==> src/rtl/jedro_1_arb_pkg.sv <==
// jedro_1 memory arbiter: shared types and constants.
// Owner tags, priority states and grant vector bit positions.
package jedro_1_arb_pkg;

   localparam int DATA_WIDTH = 32;
   localparam int BE_WIDTH   = DATA_WIDTH/8;

   // Bit positions inside the one-hot grant vector
   localparam int GNT_IF = 0;
   localparam int GNT_D  = 1;

   typedef enum logic [1:0] {
      OWN_NONE,
      OWN_IF,
      OWN_DATA
   } owner_e;

   typedef enum logic {
      DATA_PRIO,
      FETCH_PRIO
   } prio_e;

   function automatic owner_e owner_of(input logic [1:0] gnt);
      owner_e o;
      o = OWN_NONE;
      unique case (1'b1)
         gnt[GNT_D]:  o = OWN_DATA;
         gnt[GNT_IF]: o = OWN_IF;
         default:     o = OWN_NONE;
      endcase
      return o;
   endfunction

endpackage

==> src/rtl/jedro_1_arb_prio.sv <==
// jedro_1 memory arbiter: priority FSM with bounded data streak.
// Ports: clk_i, rstn_i, if_req_i, d_req_i in; gnt_o one-hot {data, fetch} out.
module jedro_1_arb_prio
   import jedro_1_arb_pkg::*;
#(
   parameter int MAX_DATA_STREAK = 4
) (
   input  logic       clk_i,
   input  logic       rstn_i,
   input  logic       if_req_i,
   input  logic       d_req_i,
   output logic [1:0] gnt_o
);

   localparam int CW = $clog2(MAX_DATA_STREAK+1);
   localparam logic [CW-1:0] MAX_C  = CW'(MAX_DATA_STREAK);
   localparam logic [CW-1:0] LAST_C = CW'(MAX_DATA_STREAK-1);

   prio_e         state_q;
   prio_e         state_d;
   logic [CW-1:0] cnt_q;
   logic [CW-1:0] cnt_d;

   always_ff @(posedge clk_i or negedge rstn_i) begin
      if (!rstn_i) begin
         state_q <= DATA_PRIO;
         cnt_q   <= '0;
      end else begin
         state_q <= state_d;
         cnt_q   <= cnt_d;
      end
   end

   always_comb begin
      gnt_o   = 2'b00;
      state_d = state_q;
      cnt_d   = cnt_q;
      unique case (state_q)
         DATA_PRIO: begin
            if (d_req_i) begin
               gnt_o[GNT_D] = 1'b1;
               if (if_req_i) begin
                  // Fetch is being starved: after the last allowed
                  // data win, hand the next slot to fetch.
                  if (cnt_q == LAST_C) begin
                     cnt_d   = MAX_C;
                     state_d = FETCH_PRIO;
                  end else begin
                     cnt_d = cnt_q + CW'(1);
                  end
               end
            end else if (if_req_i) begin
               gnt_o[GNT_IF] = 1'b1;
               cnt_d         = '0;
            end else begin
               cnt_d = '0;
            end
         end
         FETCH_PRIO: begin
            // Owed slot is spent either way; a withdrawn fetch
            // simply forfeits it.
            state_d = DATA_PRIO;
            cnt_d   = '0;
            if (if_req_i) begin
               gnt_o[GNT_IF] = 1'b1;
            end else if (d_req_i) begin
               gnt_o[GNT_D] = 1'b1;
            end
         end
         default: begin
            state_d = DATA_PRIO;
            cnt_d   = '0;
         end
      endcase
   end

endmodule

==> src/rtl/jedro_1_mem_arbiter.sv <==
// jedro_1 memory arbiter: shares one 1-cycle-latency RAM between fetch and data.
// Ports: if_* fetch master, d_* data master, mem_* RAM side, clk_i/rstn_i.
module jedro_1_mem_arbiter #(
   parameter int DATA_WIDTH      = 32,
   parameter int ADDR_WIDTH      = 32,
   parameter int MAX_DATA_STREAK = 4
) (
   input  logic                    clk_i,
   input  logic                    rstn_i,
   input  logic                    if_req_i,
   input  logic [ADDR_WIDTH-1:0]   if_addr_i,
   output logic                    if_gnt_o,
   output logic                    if_rvalid_o,
   output logic [DATA_WIDTH-1:0]   if_rdata_o,
   input  logic                    d_req_i,
   input  logic                    d_we_i,
   input  logic [DATA_WIDTH/8-1:0] d_be_i,
   input  logic [ADDR_WIDTH-1:0]   d_addr_i,
   input  logic [DATA_WIDTH-1:0]   d_wdata_i,
   output logic                    d_gnt_o,
   output logic                    d_rvalid_o,
   output logic [DATA_WIDTH-1:0]   d_rdata_o,
   output logic                    mem_en_o,
   output logic [DATA_WIDTH/8-1:0] mem_we_o,
   output logic [ADDR_WIDTH-1:0]   mem_addr_o,
   output logic [DATA_WIDTH-1:0]   mem_wdata_o,
   input  logic [DATA_WIDTH-1:0]   mem_rdata_i
);

   import jedro_1_arb_pkg::*;

   logic [1:0] gnt;
   logic       if_req_ok;
   logic       d_req_ok;
   owner_e     owner_q;
   owner_e     owner_d;
   logic       wr_q;
   logic       wr_d;

   // No grant may leave the block while reset is held
   assign if_req_ok = if_req_i & rstn_i;
   assign d_req_ok  = d_req_i & rstn_i;

   jedro_1_arb_prio #(
      .MAX_DATA_STREAK (MAX_DATA_STREAK)
   ) u_prio (
      .clk_i    (clk_i),
      .rstn_i   (rstn_i),
      .if_req_i (if_req_ok),
      .d_req_i  (d_req_ok),
      .gnt_o    (gnt)
   );

   assign if_gnt_o = gnt[GNT_IF];
   assign d_gnt_o  = gnt[GNT_D];

   always_comb begin
      mem_en_o    = if_gnt_o | d_gnt_o;
      mem_addr_o  = d_gnt_o ? d_addr_i : if_addr_i;
      mem_wdata_o = d_wdata_i;
      mem_we_o    = '0;
      if (d_gnt_o && d_we_i) begin
         mem_we_o = d_be_i;
      end
   end

   assign owner_d = owner_of(gnt);
   assign wr_d    = d_gnt_o & d_we_i;

   always_ff @(posedge clk_i or negedge rstn_i) begin
      if (!rstn_i) begin
         owner_q <= OWN_NONE;
         wr_q    <= 1'b0;
      end else begin
         owner_q <= owner_d;
         wr_q    <= wr_d;
      end
   end

   always_comb begin
      if_rvalid_o = (owner_q == OWN_IF);
      d_rvalid_o  = (owner_q == OWN_DATA);
      if_rdata_o  = '0;
      d_rdata_o   = '0;
      if (if_rvalid_o) begin
         if_rdata_o = mem_rdata_i;
      end
      // Write acks carry no data
      if (d_rvalid_o && !wr_q) begin
         d_rdata_o = mem_rdata_i;
      end
   end

endmodule

==> config.mk <==
export PLATFORM = sky130hd
export DESIGN_NAME = jedro_1_mem_arbiter
export DESIGN_NICKNAME = d
export VERILOG_FILES = /design/src/rtl/jedro_1_arb_pkg.sv /design/src/rtl/jedro_1_arb_prio.sv /design/src/rtl/jedro_1_mem_arbiter.sv
export SDC_FILE = /design/constraint.sdc
export NUM_CORES = 1
export LEC_CHECK = 0
export ABC_CLOCK_PERIOD_IN_PS = 2100
export CAP_MARGIN = 20
export CORE_AREA = 2 2 108 110
export CTS_BUF_LIST = sky130_fd_sc_hd__clkbuf_4
export DETAILED_ROUTE_END_ITERATION = 10
export DIE_AREA = 0 0 110 112
export HOLD_SLACK_MARGIN = 0.05
export SYNTH_ARGS = -nofsm -noshare
export SYNTH_HDL_FRONTEND = slang
export SYNTH_SLANG_ARGS = --single-unit
export TNS_END_PERCENT = 10
==> constraint.sdc <==
create_clock -name clk_i -period 2.1 [get_ports clk_i]
set_input_delay 0.42 -clock clk_i [delete_from_list [all_inputs] [get_ports clk_i]]
set_output_delay 0.42 -clock clk_i [all_outputs]
set_load 0.1 [all_outputs]
==> reports/qor_table.md <==
| Item | Value |
|:---|:---|
| Cell leakage power | 2.114 nW |
| Setup repair after global routing missed its margin | no |
| Area of placed instances | 0.004750 mm^2 |
| RR Endpoint | wr_q$_DFF_PN0_ |
| Startpoint of the lowest-slack register-to-register path | u_prio.state_q$_DFF_PN0_ |
| Total die area | 0.01232 mm^2 |
| Wirelength, routed | 6822 um |
| Worst Slack Setup Final | 47.40 ps |
| Source-to-sink clock delay at the later pin of the worst-skew pair | 250 ps |
| Gpl congestion | 0.7938 |
| Cells along the critical path | dlygate4sd2_1 > nand2_4 > nand3_4 > buf_12 > mux2_4 > buf_12 |
| CTS Root Buffer Type | sky130_fd_sc_hd__clkbuf_4 |
| Number of H-tree levels | 1 |
| Port-buffer cells | 209 |
| Run status | complete, no violations |
| Required time of the critical path | 1680 ps |
| First DRT Iteration DRCs | 40 |
| Via count | 1893 |
| Number of nets in the final layout | 496 |
| Depth of the most critical reg-to-reg path | 6 |
| Power density of the placed cells | 378.2 mW/mm^2 |
| Number of register bits inferred by synthesis | 7 |
| Dpl cells | 494 |
| Core Box Area | 0.01117 mm^2 |
| Cell with the biggest individual delay on the critical path | sky130_fd_sc_hd__mux2_4 |
| Post-synthesis instance area | 0.001554 mm^2 |
| CTS tree | yes |
| Total count of hold-check failures in the final report | 0 |
| R2R Setup Slk | 800 ps |
| Layout overhead on the synthesized area | 209.6% |
| Clock slew at the register clock pins of the worst setup and hold paths | 50 ps |
| Number of synthesized flops with an enable pin | 0 |
| Startpoint of the most critical setup path | if_req_i |
| Final total power | 1.819 mW |
| Achievable frequency | 487.2 MHz |
| Final routed DRC violation total | 0 |
| Cell seen most often among critical-path stages | sky130_fd_sc_hd__buf_12 |
| Critical path endpoint category | primary output |
| Die extent in y | 112 um |
| Cell types with the largest area share after synthesis | sky130_fd_sc_hd__mux2_4, sky130_fd_sc_hd__and2_1, sky130_fd_sc_hd__buf_4, sky130_fd_sc_hd__dfrtp_1, sky130_fd_sc_hd__buf_6 |
| Layout Utilization | 0.4305 |
| Post-layout min period | 2053 ps |
| Largest net degree at the start of global routing | 34 |
| Setup slack after placement | -235.9 ps |
| Sequential area share after synthesis | 0.1127 |
| CTS max path bufs | 2 |
| Distinct cells, synth | 21 |
| Type of origin of the critical path | primary input |
| Final number of setup-violating endpoints | 0 |
| Number of placed I/O pins | 274 |
| Initial antenna violation count | 0 |
| Count of antenna diodes in the layout | 0 |
| Clk_skew | 2.273 ps |
| Top cell type by total area after synthesis | sky130_fd_sc_hd__mux2_4 |
| Number of global-route vias before repair | 1924 |
| All-layer global routing usage | 0.1042 |
| Post-Synthesis Net Count | 313 |
| Main flop type after synthesis | sky130_fd_sc_hd__dfrtp_1 |
| Wire length of the first global-routing pass | 9977 um |
| Critical path data arrival time | 1630 ps |
| Width of the chip | 110 um |
| Number of non-filler instances in the completed layout | 499 |
| Kind of critical path | in2out |
| Number of max-capacitance violations reported | 0 |
| Via density | 3.794 |
| Largest stage delay on the critical path | 320 ps |
| Post-detailed-route count of antenna-violating nets | 0 |
| Worst-path maximum fanout | 8 |
| GRT Residual Overflow | 0 |
| Share of the synthesized area in the top cell type | 0.2802 |
| Initial Utilization | 0.1391 |
| Relative max-transition margin | 0.8487 |
| Post-layout instance area | 0.004811 mm^2 |
| Least-Margin Pin Slew | 226.5 ps |
| Share of final-layout standard cells stronger than drive strength 1 | 0.5674 |
| Synthesized instance count | 174 |
| Warnings, synthesis | 0 |
| Number of pins with negative max-slew slack in the final report | 0 |
| Site Rows | 39 |
| Fraction of registers with async set/reset | 1.000 |
| Part of the cycle the worst path needs | 0.9774 |
| VDD IR max | 0.0002539 V |
| Hpwl dp | 6228 um |
| Worst min-delay path class | in2async |
| Syn avg cell area | 8.931 um^2 |
| Routed wirelength normalized by instance count | 13.67 um |
| Number of detailed-routing iterations run before antenna repair | 3 |
| End point of the critical path | mem_addr_o[24] |
| TritonCTS Sinks | 7 |
| CTS buffer count | 3 |
## report_power, final
part           switching [mW]  internal, mW  total [mW]
combinational           0.890         0.651        1.54
sequential            0.00273         0.139       0.142
clock                  0.0507        0.0855       0.136
## flip-flops by register name, indices dropped and copies added (netlist names)
signal / count
wr_q: 1
owner_q: 2
u_prio.cnt_q: 3
u_prio.state_q: 1
## area by class of cell
class / instances / area, um^2
inverters: 3 / 15.01
well taps: 143 / 178.9
repair buffers: 220 / 3287
fillers: 1055 / 6364
multi-input cells: 122 / 1125
clock buffers: 4 / 30.03
flip-flops and latches: 7 / 175.2
## placed cells by master, fill, tap and decap left out, types with 2 or more instances in the layout
| cell | count |
|---|---|
| sky130_fd_sc_hd__and2_4 | 3 |
| sky130_fd_sc_hd__dlygate4sd2_1 | 3 |
| sky130_fd_sc_hd__mux2_4 | 29 |
| sky130_fd_sc_hd__inv_1 | 2 |
| sky130_fd_sc_hd__dfrtp_1 | 7 |
| sky130_fd_sc_hd__mux2i_1 | 2 |
| sky130_fd_sc_hd__and2_1 | 25 |
| sky130_fd_sc_hd__ha_1 | 2 |
| sky130_fd_sc_hd__nor2_1 | 6 |
| sky130_fd_sc_hd__mux2_2 | 3 |
| sky130_fd_sc_hd__buf_6 | 2 |
| sky130_fd_sc_hd__buf_12 | 108 |
| sky130_fd_sc_hd__buf_4 | 5 |
| sky130_fd_sc_hd__and3_2 | 4 |
| sky130_fd_sc_hd__clkbuf_4 | 4 |
| sky130_fd_sc_hd__nand2_1 | 2 |
| sky130_fd_sc_hd__and2_2 | 37 |
| sky130_fd_sc_hd__clkdlybuf4s50_1 | 101 |
## worst max-delay path, delay by kind of cell
family	cells	cell delay [ps]
muxes	1	320
buffers and inverters	3	640
and+or+nand+nor	2	240
## worst min path at each step
stage | to | slack (ps) | cells past startpoint
3_5_place_dp | u_prio.cnt_q[1]$_DFFE_PN0P_ | 530 | 2
4_1_cts | u_prio.cnt_q[1]$_DFFE_PN0P_ | 280 | 2
3_3_place_gp | u_prio.cnt_q[1]$_DFFE_PN0P_ | 510 | 2
6_report | u_prio.cnt_q[1]$_DFFE_PN0P_ | 280 | 2
5_1_grt | u_prio.cnt_q[1]$_DFFE_PN0P_ | 290 | 2
2_1_floorplan | owner_q[0]$_DFF_PN0_ | 120 | 0
## routing by layer
metal  wire, um  track usage  up-vias
li1           -            -      892
met1       2141       0.1000      845
met2       3569       0.1939      150
met3       1044      0.05269        6
met4         66      0.02447        0
met5          0            0        -
## stage by stage
stage               TNS [ps]  hold WS [ps]
finish                     0         278.4
global route               0         293.8
CTS                        0         277.1
detailed placement     -6712         531.3
global placement       -5673         510.2
floorplan              -4471         124.4
## cells by family (layout without fill, tap and decap cells)
kind of cell | count (synthesis) | count (layout) | synth area share
fa+ha+maj | 2 | 2 | 0.01610
buf+inv | 45 | 227 | 0.2077
mux | 34 | 34 | 0.3148
flops | 7 | 7 | 0.1127
compound gates | 2 | 2 | 0.009665
simple gates | 84 | 84 | 0.3390
## Yosys cell counts, drive strengths merged (2+ instances only)
master  number
mux2        32
ha           2
buf         36
and2        65
nand2        3
and3         4
clkbuf       6
nor2b        3
dfrtp        7
mux2i        2
inv          3
nor2         6
## what timing repair did
action                     CTS  global route
hold buffers                 0             0
gates resized for setup      6             0
setup endpoints to repair   35             0
buffers inserted             0             0
Power figures use the tool's default switching activity.
